$ cat src/rtl/crc_code_encoder.sv
// rtl/crc_code_encoder.sv - bit-serial CRC-4 (x^4+x+1) encoder producing a 12-bit {data, crc} codeword
module crc_code_encoder (
  input  logic        clk,
  input  logic        rst,
  input  logic        in_valid,
  output logic        in_ready,
  input  logic [7:0]  in_data,
  input  logic        inject_err,
  output logic        out_valid,
  input  logic        out_ready,
  output logic [11:0] out_data,
  output logic        busy
);

  typedef enum logic [1:0] {
    IDLE  = 2'd0,
    SHIFT = 2'd1,
    HOLD  = 2'd2
  } state_t;

  state_t      state_q, state_d;
  logic [3:0]  crc_q, crc_d;
  logic [2:0]  cnt_q, cnt_d;
  logic [7:0]  data_q, data_d;
  logic [7:0]  shift_q, shift_d;
  logic        inj_q, inj_d;
  logic        fb;

  always_ff @(posedge clk or posedge rst) begin
    if (rst) begin
      state_q <= IDLE;
      crc_q   <= 4'h0;
      cnt_q   <= 3'd0;
      data_q  <= 8'h00;
      shift_q <= 8'h00;
      inj_q   <= 1'b0;
    end else begin
      state_q <= state_d;
      crc_q   <= crc_d;
      cnt_q   <= cnt_d;
      data_q  <= data_d;
      shift_q <= shift_d;
      inj_q   <= inj_d;
    end
  end

  // Feedback of the MSB-first LFSR division; the message is fed without augmentation.
  assign fb = crc_q[3] ^ shift_q[7];

  always_comb begin
    state_d = state_q;
    crc_d   = crc_q;
    cnt_d   = cnt_q;
    data_d  = data_q;
    shift_d = shift_q;
    inj_d   = inj_q;
    case (state_q)
      IDLE: begin
        if (in_valid) begin
          data_d  = in_data;
          shift_d = in_data;
          crc_d   = 4'h0;
          inj_d   = inject_err;
          cnt_d   = 3'd0;
          state_d = SHIFT;
        end
      end
      SHIFT: begin
        crc_d   = {crc_q[2:0], 1'b0} ^ (fb ? 4'b0011 : 4'b0000);
        shift_d = {shift_q[6:0], 1'b0};
        cnt_d   = cnt_q + 3'd1;
        if (cnt_q == 3'd7) begin
          state_d = HOLD;
        end
      end
      HOLD: begin
        if (out_ready) begin
          state_d = IDLE;
        end
      end
      default: state_d = IDLE;
    endcase
  end

  // Outputs decode registered state only; in_ready is also held low while reset is asserted.
  assign in_ready  = (state_q == IDLE) && !rst;
  assign out_valid = (state_q == HOLD);
  assign busy      = (state_q == SHIFT) || (state_q == HOLD);
  assign out_data  = out_valid ? {data_q, crc_q[3:1], crc_q[0] ^ inj_q} : 12'h000;

endmodule

$ cat config.mk
export PLATFORM = sky130hd
export DESIGN_NAME = crc_code_encoder
export DESIGN_NICKNAME = d
export VERILOG_FILES = /design/src/rtl/crc_code_encoder.sv
export SDC_FILE = /design/constraint.sdc
export NUM_CORES = 1
export LEC_CHECK = 0
export ABC_CLOCK_PERIOD_IN_PS = 4200
export BUFFER_PORTS_ARGS = -buffer_cell sky130_fd_sc_hd__buf_2
export CAP_MARGIN = 20
export CORE_MARGIN = 2
export CORE_UTILIZATION = 35
export DETAILED_ROUTE_END_ITERATION = 7
export PLACE_DENSITY = 0.59
export SETUP_SLACK_MARGIN = 0.15
export SLEW_MARGIN = 20
export SYNTH_ARGS = -nofsm -noshare
export SYNTH_HDL_FRONTEND = slang
export SYNTH_SLANG_ARGS = --single-unit
export TNS_END_PERCENT = 1
$ cat constraint.sdc
create_clock -name clk -period 4.2 [get_ports clk]
set_clock_uncertainty 0.2 [all_clocks]
set_input_delay 0.84 -clock clk [delete_from_list [all_inputs] [get_ports clk]]
set_output_delay 0.84 -clock clk [all_outputs]
set_load 0.05 [all_outputs]
==> flow_summary.yaml, run 1 <==
clock_tree:
  cts-resized-gates: 0
  insertion_delay_ns: 0.26
  clk_pin_slew_ns: 0.09
  clockRootBuffer: "clkbuf_8"
  cts.sinks: 26
  cts_tree: "yes"
  clock_path_buffers: 2
  h-tree-depth: 1
  cts_hold_buf: 0
  postCtsSetupBuffers: 0
  cts_buffers: 3
placement:
  placed_cell_area_um2: 1470
  port_buffers: 27
  dpl.hpwl_um: 1670
  globalplace.congestion: 0.744
layout:
  multi_input_area_um2: 601
  final_common_cell: "buf_2"
  ff_latch_area_um2: 651
  n_fill_cell: 373
  post-route-cell-area_um2: 1540
  diodes: 0
  syn2layout_area_growth_pct: 18.1
  post_route_cells_drive_above_1_share: 0.333
  layout.nets: 158
  mostFrequentLayoutCells: "buf_2 (27), dfrtp_1 (26), and2_1 (13)"
sta:
  slew_headroom: 0.380
  setup_viol: 0
  layout_min_cycle_time_ns: 2.74
  worst_slew_pin_slew_ns: 0.924
  slew_viol_final: 0
  layout_worst_path_cycle_share: 0.653
  hold_viol: 0
  rsz0062_at_grt: "no"
  fmax_mhz: 364
  fin_setup_tns_ns: 0
setup_path:
  timing.rr.end: "cnt_q[1]"
  path_class: "register to output pin"
  r2r_setup_slack_ns: 2.12
  timing.critical_path.buf_inv: 2
  cp_num_cells: 4
  max_stage_delay_ns: 0.47
  end_kind: "output pin"
  startpoint_type: "register"
  worstPathArrival_ns: 1.70
  cp.required_ns: 3.16
  path_max_fanout: 14
  cpLargestDelayFamily: "adder cells"
  crit_path_top_delay_cell: "ha_1"
  reg2reg_depth: 5
  rr_startpoint: "state_q[1]"
  crit_chain: "inv_1, ha_1, and2_1, buf_2"
grt:
  antenna_found_initial: 0
  track_usage: 0.122
  grt-ovfl-total: 0
  grt_pass1_vias: 911
  grt_pass1_wl_um: 4060
  grt_max_degree: 27
yosys:
  yosysSeqAreaShare: 0.498
  synthCells: 111
  syn-num-nets: 130
  syn_area_um2: 1310
  synth-seq-cells: 26
  synth_area_per_cell_um2: 11.8
  yosysWarnings: 0
  ys_types: 21
die:
  die_y_um: 65.1
  num_io_pins: 28
  start_util: 0.360
  fp.coreArea_um2: 3630
  die_area_um2: 4240
  die_width_um: 65.1
  rows: 22
detailed_routing:
  dr.first_iter.drc_count: 25
  first_pass_iters: 4
  vias: 869
  drc: 0
  routed_via_density: 4.67
  drtAntennaViolNets: 0
  wl_per_cell_um: 12.4
  drt_wl_total_um: 2300
min_path:
  worstHoldPathCells: 2
  hp-start: "shift_q[5]"
  hold-path-endpoint: "shift_q[5]"
  holdCritPathClass: "register to register"
power:
  vdd_drop_max_uv: 285
  p_leak_nw: 0.764
  power.density_nw_per_um2: 827
outcome:
  status: "completed"
flow_run:
  maxCapViolCount: 0
## flip-flops by register name, summed over array words and instances, names as in the netlist
signal,flops
inj_q,1
shift_q,8
state_q,2
crc_q,4
cnt_q,3
data_q,8
## worst max path at each step
stage,startpoint,to
after global placement,state_q[0],out_data[8]
after global routing,state_q[0],out_data[1]
after floorplan,state_q[0],out_data[0]
final,state_q[0],out_data[8]
after CTS,state_q[0],out_data[10]
after detailed placement,state_q[0],out_data[10]
## synth_stat cells (all sizes together)
library cell   n  area share
dfrtp         26        0.50
and2          13       0.062
nand2         13       0.039
mux2          11        0.10
o21ai         11       0.042
mux2i          8       0.061
ha             6       0.057
inv            5       0.014
a22o           4       0.027
buf            4       0.026
nor2b          3       0.020
xor2           2       0.013
a221oi         1       0.020
a31oi          1      0.0048
clkbuf         1      0.0029
nand2b         1      0.0048
xnor2          1      0.0067
## cells by family (layout without fill, tap and decap cells)
logic type / count (synthesis) / in the layout / share of synthesized area
and+or+nand+nor: 30 / 30 / 0.126
DFF: 26 / 26 / 0.498
muxes: 19 / 19 / 0.162
AOI/OAI and AO/OA: 17 / 17 / 0.0938
buffers and inverters: 10 / 37 / 0.0431
adders and majority gates: 6 / 6 / 0.0574
xor gates and xnor gates: 3 / 3 / 0.0201
## worst min-delay path, stage by stage (launching register included)
cell and delay [ns]:
dfrtp_1 0.35, nand2_1 0.05, o21ai_0 0.06
## stage by stage
| stage | std cells | utilization | setup WS (ns) | power (mW) | hold WS (ns) |
|---|---|---|---|---|---|
| 2_1_floorplan | 111 | - | 1.43 | 0.982 | 0.250 |
| 3_3_place_gp | 182 | 0.405 | 1.73 | 1.06 | 0.262 |
| 3_5_place_dp | 182 | 0.405 | 1.70 | 1.09 | 0.270 |
| 4_1_cts | 186 | 0.425 | 1.41 | 1.29 | 0.292 |
| 5_1_grt | 186 | 0.425 | 1.30 | 1.37 | 0.322 |
| 6_report | 186 | 0.425 | 1.46 | 1.28 | 0.284 |
## metal layers
metal  share of wire  track usage  wire (µm)
met2            0.48        0.209       1090
met1            0.46        0.159       1070
met4          0.0052       0.0234         12
met3           0.055       0.0291        126
met5               0            0          0
## report_power, final
| part | leakage [nW] | internal (mW) | switching [mW] |
|---|---|---|---|
| Combinational | 0.405 | 0.251 | 0.387 |
| Sequential | 0.323 | 0.368 | 0.0662 |
| Clock | 0.0357 | 0.127 | 0.0772 |
| Total | 0.764 | 0.747 | 0.530 |
## final cells by class
cell class | instances | share of cell area
flip-flops and latches | 26 | 0.421
repair buffers | 28 | 0.0924
well taps | 48 | 0.0389
inverters | 5 | 0.0122
multi-input cells | 75 | 0.389
clock buffers | 3 | 0.0267
clock inverters | 1 | 0.0194
(Power assumes the default switching activity.)
==> inputs of run 2 (changes only) <==
- ABC_CLOCK_PERIOD_IN_PS: 4200 -> 2300
- PLACE_DENSITY: 0.59 -> 0.61
- clock period: 4.2 -> 2.3 ns (I/O delays scaled with it)
==> run 2 against run 1 <==
Compared with the run above: final cell count increased by 3.8%; global-route usage increased by 0.83 points; utilization increased by 3.4 points; largest power group unchanged; wire length increased by 7.0%; total power increased by 96%; register-to-register slack got worse by 1.7 ns; hold slack got worse by 0.25 ns; clock power increased by 81%; sequential power increased by 85%; sequential cell count unchanged; setup slack got worse by 1.3 ns.
==> flow_summary.yaml, run 2 (synthesized netlist as in run 1, its figures left out) <==
outcome:
  status: "completed"
grt:
  grt_max_degree: 27
  grt_pass1_wl_um: 4200
  antenna_found_initial: 0
  grt_pass1_vias: 937
  grt-ovfl-total: 0
  track_usage: 0.130
setup_path:
  cp.required_ns: 1.64
  reg2reg_depth: 6
  startpoint_type: "register"
  path_class: "register to output pin"
  path_max_fanout: 4
  worstPathArrival_ns: 1.46
  end_kind: "output pin"
clock_tree:
  clock_path_buffers: 2
  cts_buffers: 3
  insertion_delay_ns: 0.27
  clockRootBuffer: "clkbuf_8"
  cts_tree: "yes"
  clk_pin_slew_ns: 0.09
  cts_hold_buf: 0
  h-tree-depth: 1
  cts.sinks: 26
sta:
  layout_min_cycle_time_ns: 2.12
  slew_viol_final: 0
  layout_worst_path_cycle_share: 0.920
  slew_headroom: 0.758
  rsz0062_at_grt: "yes"
  worst_slew_pin_slew_ns: 0.364
  fin_setup_tns_ns: 0
  setup_viol: 0
  fmax_mhz: 473
  hold_viol: 0
power:
  switching_share: 0.406
  p_leak_nw: 0.808
  p_int_mw: 1.49
  vdd_drop_max_uv: 463
  share_comb_of_total_power: 0.532
  switchingPower_mw: 1.02
  power.density_nw_per_um2: 1500
  power.share.clock: 0.147
  power_frac_seq: 0.321
detailed_routing:
  drt_wl_total_um: 2460
  drc: 0
  first_pass_iters: 4
  drtAntennaViolNets: 0
  routed_via_density: 4.57
  vias: 882
  dr.first_iter.drc_count: 31
  wl_per_cell_um: 12.7
layout:
  ff_latch_area_um2: 651
  instances_no_fill: 193
  final_common_cell: "dfrtp_1"
  syn2layout_area_growth_pct: 27.7
  mostFrequentLayoutCells: "dfrtp_1 (26), buf_2 (17), nand2_1 (12)"
  diodes: 0
  post-route-util: 0.459
  top_regs: "data_q (8), shift_q (8), crc_q (4)"
  multi_input_area_um2: 629
  post_route_cells_drive_above_1_share: 0.400
  n_fill_cell: 354
  layout.nets: 165
placement:
  dpl.hpwl_um: 1740
  dp_cells: 184
  port_buffers: 27
  globalplace.congestion: 0.785
die:
  die_area_um2: 4240
  start_util: 0.360
  die_width_um: 65.1
  rows: 22
  num_io_pins: 28
  die_y_um: 65.1
  fp.coreArea_um2: 3630
flow_run:
  maxCapViolCount: 0
min_path:
  holdCritPathClass: "primary input to async pin"
run 2: power groups by stage:
| stage | sequential [mW] | clock [mW] | combinational (mW) |
|---|---|---|---|
| 2_1_floorplan | 0.769 | 0 | 1.03 |
| 3_3_place_gp | 0.795 | 0 | 1.16 |
| 3_5_place_dp | 0.809 | 0 | 1.20 |
| 4_1_cts | 0.802 | 0.383 | 1.23 |
| 5_1_grt | 0.833 | 0.408 | 1.46 |
| 6_report | 0.805 | 0.370 | 1.33 |
run 2: critical path: stages (launching register included):
cell,delay [ns]
dfrtp_1,0.43
inv_2,0.12
ha_4,0.14
buf_4,0.12
and2_1,0.12
buf_2,0.25
run 2: worst paths after layout:
check	start	end	slack (ns)
min reg2reg	shift_q[6]	shift_q[6]	0.29
max in group asynchronous	rst	data_q[7]	1.60
max	state_q[0]	out_data[7]	0.18
max reg2reg	state_q[0]	state_q[0]	0.38
min in group clk	inject_err	inj_q	0.22
min	rst	shift_q[0]	0.04
run 2: routing by layer:
metal / wire, µm / track usage
met1: 1000 / 0.142
met2: 1330 / 0.245
met3: 101 / 0.0308
met4: 30 / 0.0469
met5: 0 / 0
run 2: layout make-up:
class,count,area share
clock buffers,3,0.0247
well taps,48,0.0360
clock inverters,1,0.0180
inverters,5,0.0112
multi-input cells,75,0.377
flip-flops and latches,26,0.390
repair buffers,35,0.143
run 2: per-stage QoR:
| step | total power [mW] | instance area (µm²) | worst slack [ns] | hold WS (ns) |
|---|---|---|---|---|
| finish | 2.51 | 1670 | 0.185 | 0.0377 |
| global route | 2.70 | 1670 | 0.121 | 0.0663 |
| CTS | 2.42 | 1580 | 0.118 | 0.0440 |
| detailed placement | 2.01 | 1490 | 0.327 | 0.271 |
| global placement | 1.96 | 1490 | 0.369 | 0.263 |
| floorplan | 1.80 | 1310 | 0.0945 | 0.250 |
run 2: repair_timing:
action | CTS | global route
endpoints found under the setup margin | 14 | 13
pin swaps | 0 | 1
setup buffers | 0 | 5
gates resized for setup | 4 | 24
==> inputs of run 3 (changes only) <==
- CELL_PAD_IN_SITES_DETAIL_PLACEMENT: not set -> 2
- CELL_PAD_IN_SITES_GLOBAL_PLACEMENT: not set -> 2
- CORE_UTILIZATION: 35 -> 31
- PLACE_DENSITY: 0.61 -> 0.78
==> run 3 against run 2 <==
Compared with the run above: clock power shrank 18%; first-iteration DRC count grew 39%; register-to-register slack gained 0.04 ns; die area grew 12%; sequential share of layout area grew 0.68 points; combinational power grew 3%; critical path type unchanged; via count grew 6.5%.
==> flow_summary.yaml, run 3 (synthesized netlist as in run 1, its figures left out) <==
clock_tree:
  cts_tree: "yes"
  cts.sinks: 26
  h-tree-depth: 1
  cts_hold_buf: 0
  clock_path_buffers: 2
  clockRootBuffer: "clkbuf_8"
  insertion_delay_ns: 0.27
  clk_pin_slew_ns: 0.09
  cts_buffers: 3
layout:
  diodes: 0
  syn2layout_area_growth_pct: 25.5
  layout.nets: 164
  final_common_cell: "dfrtp_1"
  post_route_cells_drive_above_1_share: 0.389
  mostFrequentLayoutCells: "dfrtp_1 (26), buf_2 (19), nand2_1 (12), and2_1 (12), o21ai_0 (11)"
  top_regs: "data_q (8), shift_q (8), crc_q (4)"
  n_fill_cell: 443
setup_path:
  crit_chain: "inv_1, ha_4, nor2b_1, buf_4"
  r2r_setup_slack_ns: 0.42
  rr_startpoint: "state_q[1]"
  cp.required_ns: 1.64
  startpoint_type: "register"
  path_class: "register to output pin"
  max_stage_delay_ns: 0.44
  crit_path_top_delay_cell: "dfrtp_1"
  timing.rr.end: "state_q[1]"
  end_kind: "output pin"
  worstPathArrival_ns: 1.44
  path_max_fanout: 8
  reg2reg_depth: 5
power:
  vdd_drop_max_uv: 441
  power_mw: 2.48
  power_frac_seq: 0.325
  power.density_nw_per_um2: 1510
  p_int_mw: 1.40
  share_comb_of_total_power: 0.552
  p_leak_nw: 0.795
  switchingPower_mw: 1.08
  switching_share: 0.435
  power.share.clock: 0.123
detailed_routing:
  routed_via_density: 4.84
  wl_met2_um: 1770
  drt_wl_total_um: 3260
  vias: 939
  first_pass_iters: 2
  drt-met1-wl_um: 1370
  wl_per_cell_um: 16.8
  drtAntennaViolNets: 0
  dr.first_iter.drc_count: 43
  dr_wl_met3_um: 90
  top_layer: "met4"
  drc: 0
grt:
  grt-ovfl-total: 0
  grt_pass1_wl_um: 5050
  grt_max_degree: 27
  track_usage: 0.148
  grt_pass1_vias: 999
  antenna_found_initial: 0
die:
  die_width_um: 68.9
  die_y_um: 68.9
  fp.coreArea_um2: 4030
  num_io_pins: 28
  rows: 23
  start_util: 0.325
  die_area_um2: 4750
sta:
  timing.final.ws_setup_ns: 0.200
  rsz0062_at_grt: "no"
  fin_setup_tns_ns: 0
  slew_viol_final: 0
  slew_headroom: 0.765
  layout_worst_path_cycle_share: 0.913
  hold_viol: 0
  fmax_mhz: 476
  worst_slew_pin_slew_ns: 0.353
  layout_min_cycle_time_ns: 2.10
  setup_viol: 0
placement:
  globalplace.congestion: 0.701
  port_buffers: 27
  dp_slack_ns: 0.291
  dpl.hpwl_um: 2240
min_path:
  holdCritPathClass: "primary input to async pin"
outcome:
  status: "completed"
flow_run:
  maxCapViolCount: 0
[run 3: cell types whose count changed in the layout (fill, tap and decap cells not counted), sizes merged]
cell and delta:
clkbuf -1, buf +1, bufinv -1
[run 3: final cells by class]
type,count,area (µm²),area share
Sequential cell,26,651,0.397
Multi-Input combinational cell,75,627,0.382
Timing Repair Buffer,34,226,0.138
Tap cell,50,62.6,0.0381
Clock buffer,4,55.1,0.0336
Inverter,5,18.8,0.0114
[run 3: metal layers]
| metal | track usage | up-vias |
|---|---|---|
| met4 | 0.0368 | 0 |
| met3 | 0.0260 | 4 |
| met1 | 0.182 | 483 |
| met2 | 0.267 | 16 |
| li1 | - | 436 |
| met5 | 0 | - |
[run 3: repair_timing]
item                       4_1_cts  5_1_grt
gates resized for setup         14        3
pin swaps                        1        0
buffers inserted                 2        2
setup endpoints to repair       14        5
[run 3: worst max-delay path by stage]
stage | from | endpoint | slack (ns)
3_5_place_dp | state_q[0] | out_data[0] | 0.29
4_1_cts | state_q[0] | out_data[5] | 0.15
5_1_grt | state_q[1] | in_ready | 0.16
2_1_floorplan | state_q[0] | out_data[10] | 0.09
6_report | state_q[1] | in_ready | 0.20
3_3_place_gp | state_q[0] | out_data[0] | 0.37
[run 3: power groups by stage]
stage	Clock [mW]	Combinational [mW]	Sequential (mW)
CTS	0.312	1.36	0.809
finish	0.304	1.37	0.807
floorplan	0	1.03	0.769
global placement	0	1.18	0.794
global route	0.324	1.49	0.837
detailed placement	0	1.24	0.819
[run 3: through the flow]
stage                     instances  utilization  cell area (µm²)  hold slack [ns]
after detailed placement        186        0.371             1490            0.291
after CTS                       192        0.401             1610           0.0560
after global routing            194        0.407             1640           0.0867
after global placement          186        0.371             1490            0.263
final                           194        0.407             1640           0.0474
after floorplan                 111            -             1310            0.250
[run 3: critical path, delay by kind of cell, from the launching register on]
kind / cells / cell delay (ns)
flops: 1 / 0.44
simple gates: 1 / 0.14
buf+inv: 2 / 0.36
fa+ha+maj: 1 / 0.22
